==> config.mk <==
export PLATFORM = sky130hd
export DESIGN_NAME = tpu_sequencer
export DESIGN_NICKNAME = d
export VERILOG_FILES = /design/src/rtl/tpu_pkg.sv /design/src/rtl/tpu_skew_gen.sv /design/src/rtl/tpu_sequencer.sv
export SDC_FILE = /design/constraint.sdc
export NUM_CORES = 1
export LEC_CHECK = 0
export CORE_UTILIZATION = 40
export CTS_BUF_LIST = sky130_fd_sc_hd__clkbuf_16
export DETAILED_ROUTE_END_ITERATION = 10
export DONT_BUFFER_PORTS = 1
export GPL_TIMING_DRIVEN = 0
export PLACE_DENSITY = 0.64
export SKIP_CTS_REPAIR_TIMING = 1
export SLEW_MARGIN = 10
export SYNTH_ARGS = -nofsm -noshare
export SYNTH_HDL_FRONTEND = slang
export SYNTH_SLANG_ARGS = --single-unit
==> constraint.sdc <==
create_clock -name clk -period 11.5 [get_ports clk]
set_clock_uncertainty 0.2 [all_clocks]
set_input_delay 0.575 -clock clk [delete_from_list [all_inputs] [get_ports clk]]
set_output_delay 0.575 -clock clk [all_outputs]
set_load 0.01 [all_outputs]
==> src/rtl/tpu_pkg.sv <==
// Shared definitions for the TPU sequencer: opcodes, FSM states, instruction fields.
// Pure declarations, no logic and no latency.
// Imported by the sequencer and its skew generator.
package tpu_pkg;

  localparam int OPC_MSB = 15;
  localparam int OPC_LSB = 13;
  localparam int IMM_W   = 13;

  typedef enum logic [2:0] {
    OP_NOP         = 3'b000,
    OP_LOAD_ADDR   = 3'b001,
    OP_LOAD_WEIGHT = 3'b010,
    OP_SET_OUT     = 3'b011,
    OP_COMPUTE     = 3'b100
  } opc_t;

  typedef enum logic [1:0] {
    ST_IDLE   = 2'd0,
    ST_LOAD_W = 2'd1,
    ST_FEED   = 2'd2
  } state_t;

endpackage

==> src/rtl/tpu_skew_gen.sv <==
// Per-lane UB read and per-column UB write strobes/addresses for the skewed FEED phase.
// Purely combinational from cnt; lane r reads row k at cnt=k+r, column c writes row k at cnt=k+c+N+1.
// No backpressure; the caller gates the outputs to the FEED state.
module tpu_skew_gen
  import tpu_pkg::*;
#(
  parameter int N      = 2,
  parameter int ADDR_W = 6,
  parameter int CNT_W  = 3
) (
  input  logic [CNT_W-1:0]    cnt,
  input  logic [ADDR_W-1:0]   base_addr,
  input  logic [ADDR_W-1:0]   out_addr,
  output logic [N-1:0]        rd_en,
  output logic [N*ADDR_W-1:0] rd_addr,
  output logic [N-1:0]        wr_en,
  output logic [N*ADDR_W-1:0] wr_addr
);

  int k;

  // Decode the skewed schedule: each lane/column finds which row k it handles this cycle.
  always_comb begin
    rd_en   = '0;
    rd_addr = '0;
    wr_en   = '0;
    wr_addr = '0;
    k       = 0;
    for (int r = 0; r < N; r++) begin
      k = int'(cnt) - r;
      if (k >= 0 && k < N) begin
        rd_en[r] = 1'b1;
        rd_addr[r*ADDR_W +: ADDR_W] = base_addr + ADDR_W'(k * N + r);
      end
      k = int'(cnt) - r - N - 1;
      if (k >= 0 && k < N) begin
        wr_en[r] = 1'b1;
        wr_addr[r*ADDR_W +: ADDR_W] = out_addr + ADDR_W'(k * N + r);
      end
    end
  end

endmodule

==> src/rtl/tpu_sequencer.sv <==
// Instruction decoder and sequencer for the NxN weight-stationary array and unified buffer.
// LOAD_W takes N*N+1 cycles, FEED takes 3N+1 cycles; register ops complete in one cycle.
// instr_ready is high only in IDLE; a source must hold its instruction until accepted.
module tpu_sequencer
  import tpu_pkg::*;
#(
  parameter int N        = 2,
  parameter int ADDR_W   = 6,
  parameter int WT_IDX_W = $clog2(N*N)
) (
  input  logic                clk,
  input  logic                reset,
  input  logic [15:0]         instruction,
  input  logic                instr_valid,
  output logic                instr_ready,
  output logic [N-1:0]        ub_rd_en,
  output logic [N*ADDR_W-1:0] ub_rd_addr,
  output logic [N-1:0]        lane_valid,
  output logic                wt_we,
  output logic [WT_IDX_W-1:0] wt_idx,
  output logic [N-1:0]        ub_wr_en,
  output logic [N*ADDR_W-1:0] ub_wr_addr,
  output logic                busy,
  output logic                done,
  output logic                illegal_op
);

  localparam int CNT_MAX = (N*N > 3*N) ? N*N : 3*N;
  localparam int CNT_W   = $clog2(CNT_MAX + 1);

  state_t              state, state_nxt;
  logic [CNT_W-1:0]    cnt, cnt_nxt;
  logic [ADDR_W-1:0]   base_addr, out_addr;
  logic [2:0]          opcode;
  logic                accept;
  logic                illegal_nxt;
  logic [N-1:0]        feed_rd_en, feed_wr_en;
  logic [N*ADDR_W-1:0] feed_rd_addr, feed_wr_addr;
  logic                unused_imm;

  assign opcode     = instruction[OPC_MSB:OPC_LSB];
  assign accept     = instr_valid && (state == ST_IDLE);
  assign unused_imm = ^instruction[IMM_W-1:ADDR_W];

  tpu_skew_gen #(.N(N), .ADDR_W(ADDR_W), .CNT_W(CNT_W)) u_skew (
    .cnt       (cnt),
    .base_addr (base_addr),
    .out_addr  (out_addr),
    .rd_en     (feed_rd_en),
    .rd_addr   (feed_rd_addr),
    .wr_en     (feed_wr_en),
    .wr_addr   (feed_wr_addr)
  );

  // State and phase counter; cnt restarts at 0 on every state entry.
  always_ff @(posedge clk or posedge reset) begin
    if (reset) begin
      state <= ST_IDLE;
      cnt   <= '0;
    end else begin
      state <= state_nxt;
      cnt   <= cnt_nxt;
    end
  end

  // Next-state decode and all strobes, derived from the registered state so reset clears them at once.
  always_comb begin
    state_nxt   = state;
    instr_ready = (state == ST_IDLE);
    busy        = (state != ST_IDLE);
    done        = 1'b0;
    wt_we       = 1'b0;
    wt_idx      = '0;
    ub_rd_en    = '0;
    ub_rd_addr  = '0;
    ub_wr_en    = '0;
    ub_wr_addr  = '0;
    illegal_nxt = 1'b0;
    case (state)
      ST_IDLE: begin
        if (accept) begin
          case (opcode)
            OP_LOAD_WEIGHT: state_nxt = ST_LOAD_W;
            OP_COMPUTE:     state_nxt = ST_FEED;
            OP_NOP, OP_LOAD_ADDR, OP_SET_OUT: ;
            default:        illegal_nxt = 1'b1;
          endcase
        end
      end
      ST_LOAD_W: begin
        if (cnt < CNT_W'(N*N)) begin
          ub_rd_en[0]             = 1'b1;
          ub_rd_addr[ADDR_W-1:0] = base_addr + ADDR_W'(cnt);
        end
        // Weight data lands one cycle after its read, so the index trails cnt by one.
        if (cnt != '0) begin
          wt_we  = 1'b1;
          wt_idx = WT_IDX_W'(cnt - CNT_W'(1));
        end
        if (cnt == CNT_W'(N*N)) begin
          done      = 1'b1;
          state_nxt = ST_IDLE;
        end
      end
      ST_FEED: begin
        ub_rd_en   = feed_rd_en;
        ub_rd_addr = feed_rd_addr;
        ub_wr_en   = feed_wr_en;
        ub_wr_addr = feed_wr_addr;
        if (cnt == CNT_W'(3*N)) begin
          done      = 1'b1;
          state_nxt = ST_IDLE;
        end
      end
      default: state_nxt = ST_IDLE;
    endcase
    cnt_nxt = (state_nxt != state || state == ST_IDLE) ? '0 : cnt + CNT_W'(1);
  end

  // Address registers written by LOAD_ADDR / SET_OUT; only the low ADDR_W immediate bits matter.
  always_ff @(posedge clk or posedge reset) begin
    if (reset) begin
      base_addr <= '0;
      out_addr  <= '0;
    end else if (accept) begin
      if (opcode == OP_LOAD_ADDR) base_addr <= instruction[ADDR_W-1:0];
      if (opcode == OP_SET_OUT)   out_addr  <= instruction[ADDR_W-1:0];
    end
  end

  // UB read data arrives a cycle after the strobe; illegal_op is reported the cycle after acceptance.
  always_ff @(posedge clk or posedge reset) begin
    if (reset) begin
      lane_valid <= '0;
      illegal_op <= 1'b0;
    end else begin
      lane_valid <= ub_rd_en;
      illegal_op <= illegal_nxt;
    end
  end

endmodule

After elaboration in Yosys (flattened, before gate mapping):

Index checks and enable logic that the tools add are counted.

* word-level logic and storage cells: 83
* memory bits (writable): 0
* output and inout bits: 37
* bits of input ports: 19
* memories kept: 0
* bits in read-only memories: 0
* latch bits: 0
* register bits: 20

* add/sub/neg operators: 14
* shifts and indexed selects: 0
* reduce and logical (&&, ||, !) cells: 13
* magnitude comparators: 9
* divide/modulo/power cells: 0
* multiply operators: 0
* multiplexer cells: 32
* equal/unequal tests: 9
* bitwise gates (word level): 0

Operators by type and width (number)
* $ge 32x1->1 const B: 2
* $lt 32x3->1 const B: 2
* $sub 32x2->32 const B: 2
* $mux 6: 6
* $add 6x6->6: 3
* $mux 1: 13
* $mux 12: 1
* $mux 2: 6
* $pmux 6 s2: 1
* $eq 3x3->1 const B: 3
* $add 5x2->6 const B: 1
* $add 6x2->6 const B: 1
* $add 6x3->6: 1
* $add 6x4->6: 1
* $eq 3x2->1 const B: 2
* $pmux 2 s3: 1
* $logic_and 1x1->1: 5
* $reduce_or 5->1: 1
* $sub 4x3->5 const B: 1
* $ge 4x1->1 const B: 1
* $lt 4x3->1 const B: 1
* $pmux 1 s2: 2
* $pmux 2 s2: 1
* $reduce_and 2->1: 2
* other kinds (17): 17

Logic depth before layout (Yosys ltp):

* depth in word-level cells: 7
* depth in mapped cells: 17
* depth with buffers taken out: 15

By module:

A second synthesis with hierarchy kept.

* cell total of the unflattened synthesis: 268
* area, all modules: 2344.7 µm²

Modules (own cells, without submodules)
* tpu_sequencer: instances 1, sequential area each 500.5 µm², cells an instance 138, area each 1368.8 µm²
* tpu_skew_gen: instances 1, sequential area each 0.0 µm², cells an instance 130, area each 975.9 µm²

Worst setup path after synthesis:

OpenSTA, ideal clock, no wires.

* path type: register to output
* start point: register cnt[0]
* end point: output port ub_wr_addr[11]
* cell stages (with the launch flop): 18
* setup slack: 6.798 ns
* required time: 10.725 ns
* data arrival time: 3.927 ns
* cell sequence: dfrtp_1 > buf_2 > inv_1 > ha_1 > xor2_1 > inv_1 > ha_1 > inv_1 > ha_1 > inv_1 > a21oi_1 > o21ai_0 > ha_1 > nand2b_1 > or4_1 > or4b_1 > buf_2 > nor4_2

* longest elaborated chain between the ends: 7
* elaborated cells between the ends (all ways): 10

Ends and longest elaborated chain
* start, declared: RTL line tpu_sequencer.sv:32 `logic [CNT_W-1:0] cnt, cnt_nxt;`
* start signal, assigned: RTL line tpu_sequencer.sv:62 `cnt <= cnt_nxt;`
* $sub 3x1->4 *: RTL line tpu_skew_gen.sv:35 `k = int'(cnt) - r - N - 1;`
* $sub 4x3->5 *: RTL line tpu_skew_gen.sv:35
* $sub 32x2->32 *: RTL line tpu_skew_gen.sv:35
* $add 6x2->6 (tied with other cells): RTL line tpu_skew_gen.sv:38 `wr_addr[r*ADDR_W +: ADDR_W] = out_addr + ADDR_W'(k * N + r);`
* $add 6x6->6 or $logic_and 1x1->1 (tied branches): RTL line tpu_skew_gen.sv:38, tpu_skew_gen.sv:36
* $mux 6 *: RTL line tpu_skew_gen.sv:36 `if (k >= 0 && k < N) begin`
* $mux 12 *: RTL line tpu_sequencer.sv:79 `case (state)`
* end, declared: RTL line tpu_sequencer.sv:22 `output logic [N*ADDR_W-1:0] ub_wr_addr,`

Mark *: on every way between the ends. The rest lies on a longest branch, timed or not.

Worst setup path in the final report:

Ends and elaborated chain as after synthesis.

==> run metrics <==
Req. time, crit path=10730 ps; root buffer cell=clkbuf_16; worst path cell trace=buf_2, inv_1, ha_1, xor2_1, inv_1, ha_1, inv_1, ha_1, inv_1, a21oi_1, o21ai_0, ha_1, nand2b_1, or4_1, or4b_1, buf_2, nor4_2; Psw=332 uW; cell family with most CP delay=simple AND/OR/NAND/NOR gates; gr ovfl total=0; Ports=56; number of max-cap violations=0; area grow syn2layout=8.28%; gp weighted congestion=0.807; RSZ-0062 raised after global routing=no; number of synthesized register bits=20; leading area contributor after synthesis=ha_1; Post-layout nets=342; CTS Buf Count=3; Worst Path Max Fanout=9; top cell type's share of synthesized area=0.223; CP max stage delay=540 ps; Fin. Hold Viols=0; Hold Path Class=input port to asynchronous set/reset pin; routed wire length=5.19 mm; Sw Share=0.472; hold_ws=153 ps; Combinational Power Share=0.654; Power Dens Cells=275 nW/um^2; critical path endpoint category=primary output; EDFF count, synth=0; total track usage=0.187; first drt pass iteration count=4; global-route wire length before repair=9.07 mm; Startpoint Class=register; Starting DRT DRC Count=50; pin count of the biggest net entering global routing=21; HPWL Detailed=4.24 mm; DIE AREA=6210 um^2; worst slack at placement=6140 ps; min cycle time layout=5550 ps; syn avg cell area=8.74 um^2; crit path buf inv count=6; DRC Markers=0; # placed instances=342; critical path type=register to primary output; Die W=78.8 um; Clk network pwr share=0.137; row count=27; Seq pwr share=0.209; CTS tree=yes; count leader, synth=ha_1; Slew headroom=0.444; syn nets=337; final setup vio count=0; Clock Latency Late Sink=250 ps; number of port buffers=0; DR WL/cell=15.0 um; vias in the first global route=1950; fin util=0.455; ANT nets after route=0; Tightest Pin Transition=832 ps; status=finished clean; Synth area leaders=ha_1 (22%), dfrtp_1 (21%), fa_1 (5.1%); Worst path slowest cell=dfrtp_1; post-synthesis cell type count=51; Internal Power=372 uW; CTS clk-pin slew, worst paths=60 ps; placed cell areas=2450 um^2; Setup Total Neg Slack=0 ps; Syn. warnings=0; Via density=5.46; total clock sinks=20; Core Region=5610 um^2; post-synthesis sequential area ratio=0.212; final worst path period share=0.483; initial core utilization=0.421; Max clock buf depth=2; initial antenna violation count=0; CTS H-tree lvls=1; PnR worst setup slack=5950 ps; worst vdd ir=0.000162 V; overall power=703 uW; Top FF cell, synth=dfrtp_1; Layout Cells excl Fill=346; Die Y=78.8 um; Mapped Cells=270; via count=1888; synthesized area=2360 um^2; most instantiated cells after synthesis=ha_1 (42), inv_1 (24), nor2_1 (23), dfrtp_1 (20); worst endpoint data arrival time=4780 ps; ant diodes=0; filler cell count in the final layout=557; Post-synth ARST share=1.00; Slew Viols, Final=0; post-route cell area=2550 um^2; Fmax=180 MHz; Pleak=1.19 nW; share of cells above drive strength 1=0.0949
[logic make-up (layout without fill, tap and decap cells)]
logic type      Yosys count  after routing  share of synthesized area
compound gates           55             55                      0.152
fa+ha+maj                48             48                      0.274
xor+xnor                 12             12                     0.0446
buf+inv                  31             35                     0.0509
mux                      10             10                     0.0477
flops                    20             20                      0.212
simple gates             94             94                      0.219
[sequential cells by signal, indices dropped and copies added, names as in the netlist]
name,flops
base_addr,6
cnt,3
illegal_op,1
lane_valid,2
out_addr,6
state,2
[metal layers]
metal	track usage	part of all wire
met5	0	0
met1	0.231	0.45
met2	0.331	0.49
met4	0.0333	0.0069
met3	0.0437	0.056
[power groups by stage]
stage               registers, mW  logic, mW  clock network, mW
floorplan                   0.132      0.377                  0
global placement            0.147      0.449                  0
detailed placement          0.148      0.460                  0
CTS                         0.147      0.463             0.0976
global route                0.153      0.534              0.100
finish                      0.147      0.460             0.0963
[placed cells by master, fill, tap and decap left out, drive strengths merged, types with 3 or more instances in the layout]
master  netlist  layout
ha           42      42
inv          26      26
nor2         23      23
dfrtp        20      20
o21ai        16      16
nand2        15      15
a21oi        14      14
nor2b        14      14
mux2         10      10
xor2          7       7
nand2b        6       6
fa            6       6
xnor2         5       5
nor3          5       5
clkbuf        2       5
a21o          4       4
and2          4       4
nor4          4       4
nand3         3       3
buf           3       3
nand4         3       3
nor3b         3       3
o21a          3       3
or2           3       3
[worst paths after layout]
kind	depth (start not counted)	end	slack, ps	start
worst min register to register	1	out_addr[2]	390	out_addr[2]
worst max-delay path	17	ub_wr_addr[11]	5950	cnt[0]
min in group clk	2	base_addr[0]	240	instruction[0]
worst min-delay path	1	out_addr[5]	150	reset
max in group asynchronous	1	base_addr[5]	10460	reset
worst max register to register	12	lane_valid[1]	8680	cnt[0]
[final cells by class]
type	count	area [um^2]	area share
sequential	20	500	0.196
clock buffer	3	75.1	0.0294
clock inverter	1	30.0	0.0118
inverter	26	97.6	0.0382
multi-input combinational	219	1740	0.681
tap	72	90.1	0.0353
buffer	5	22.5	0.00882
Power figures use the tool's default switching activity.
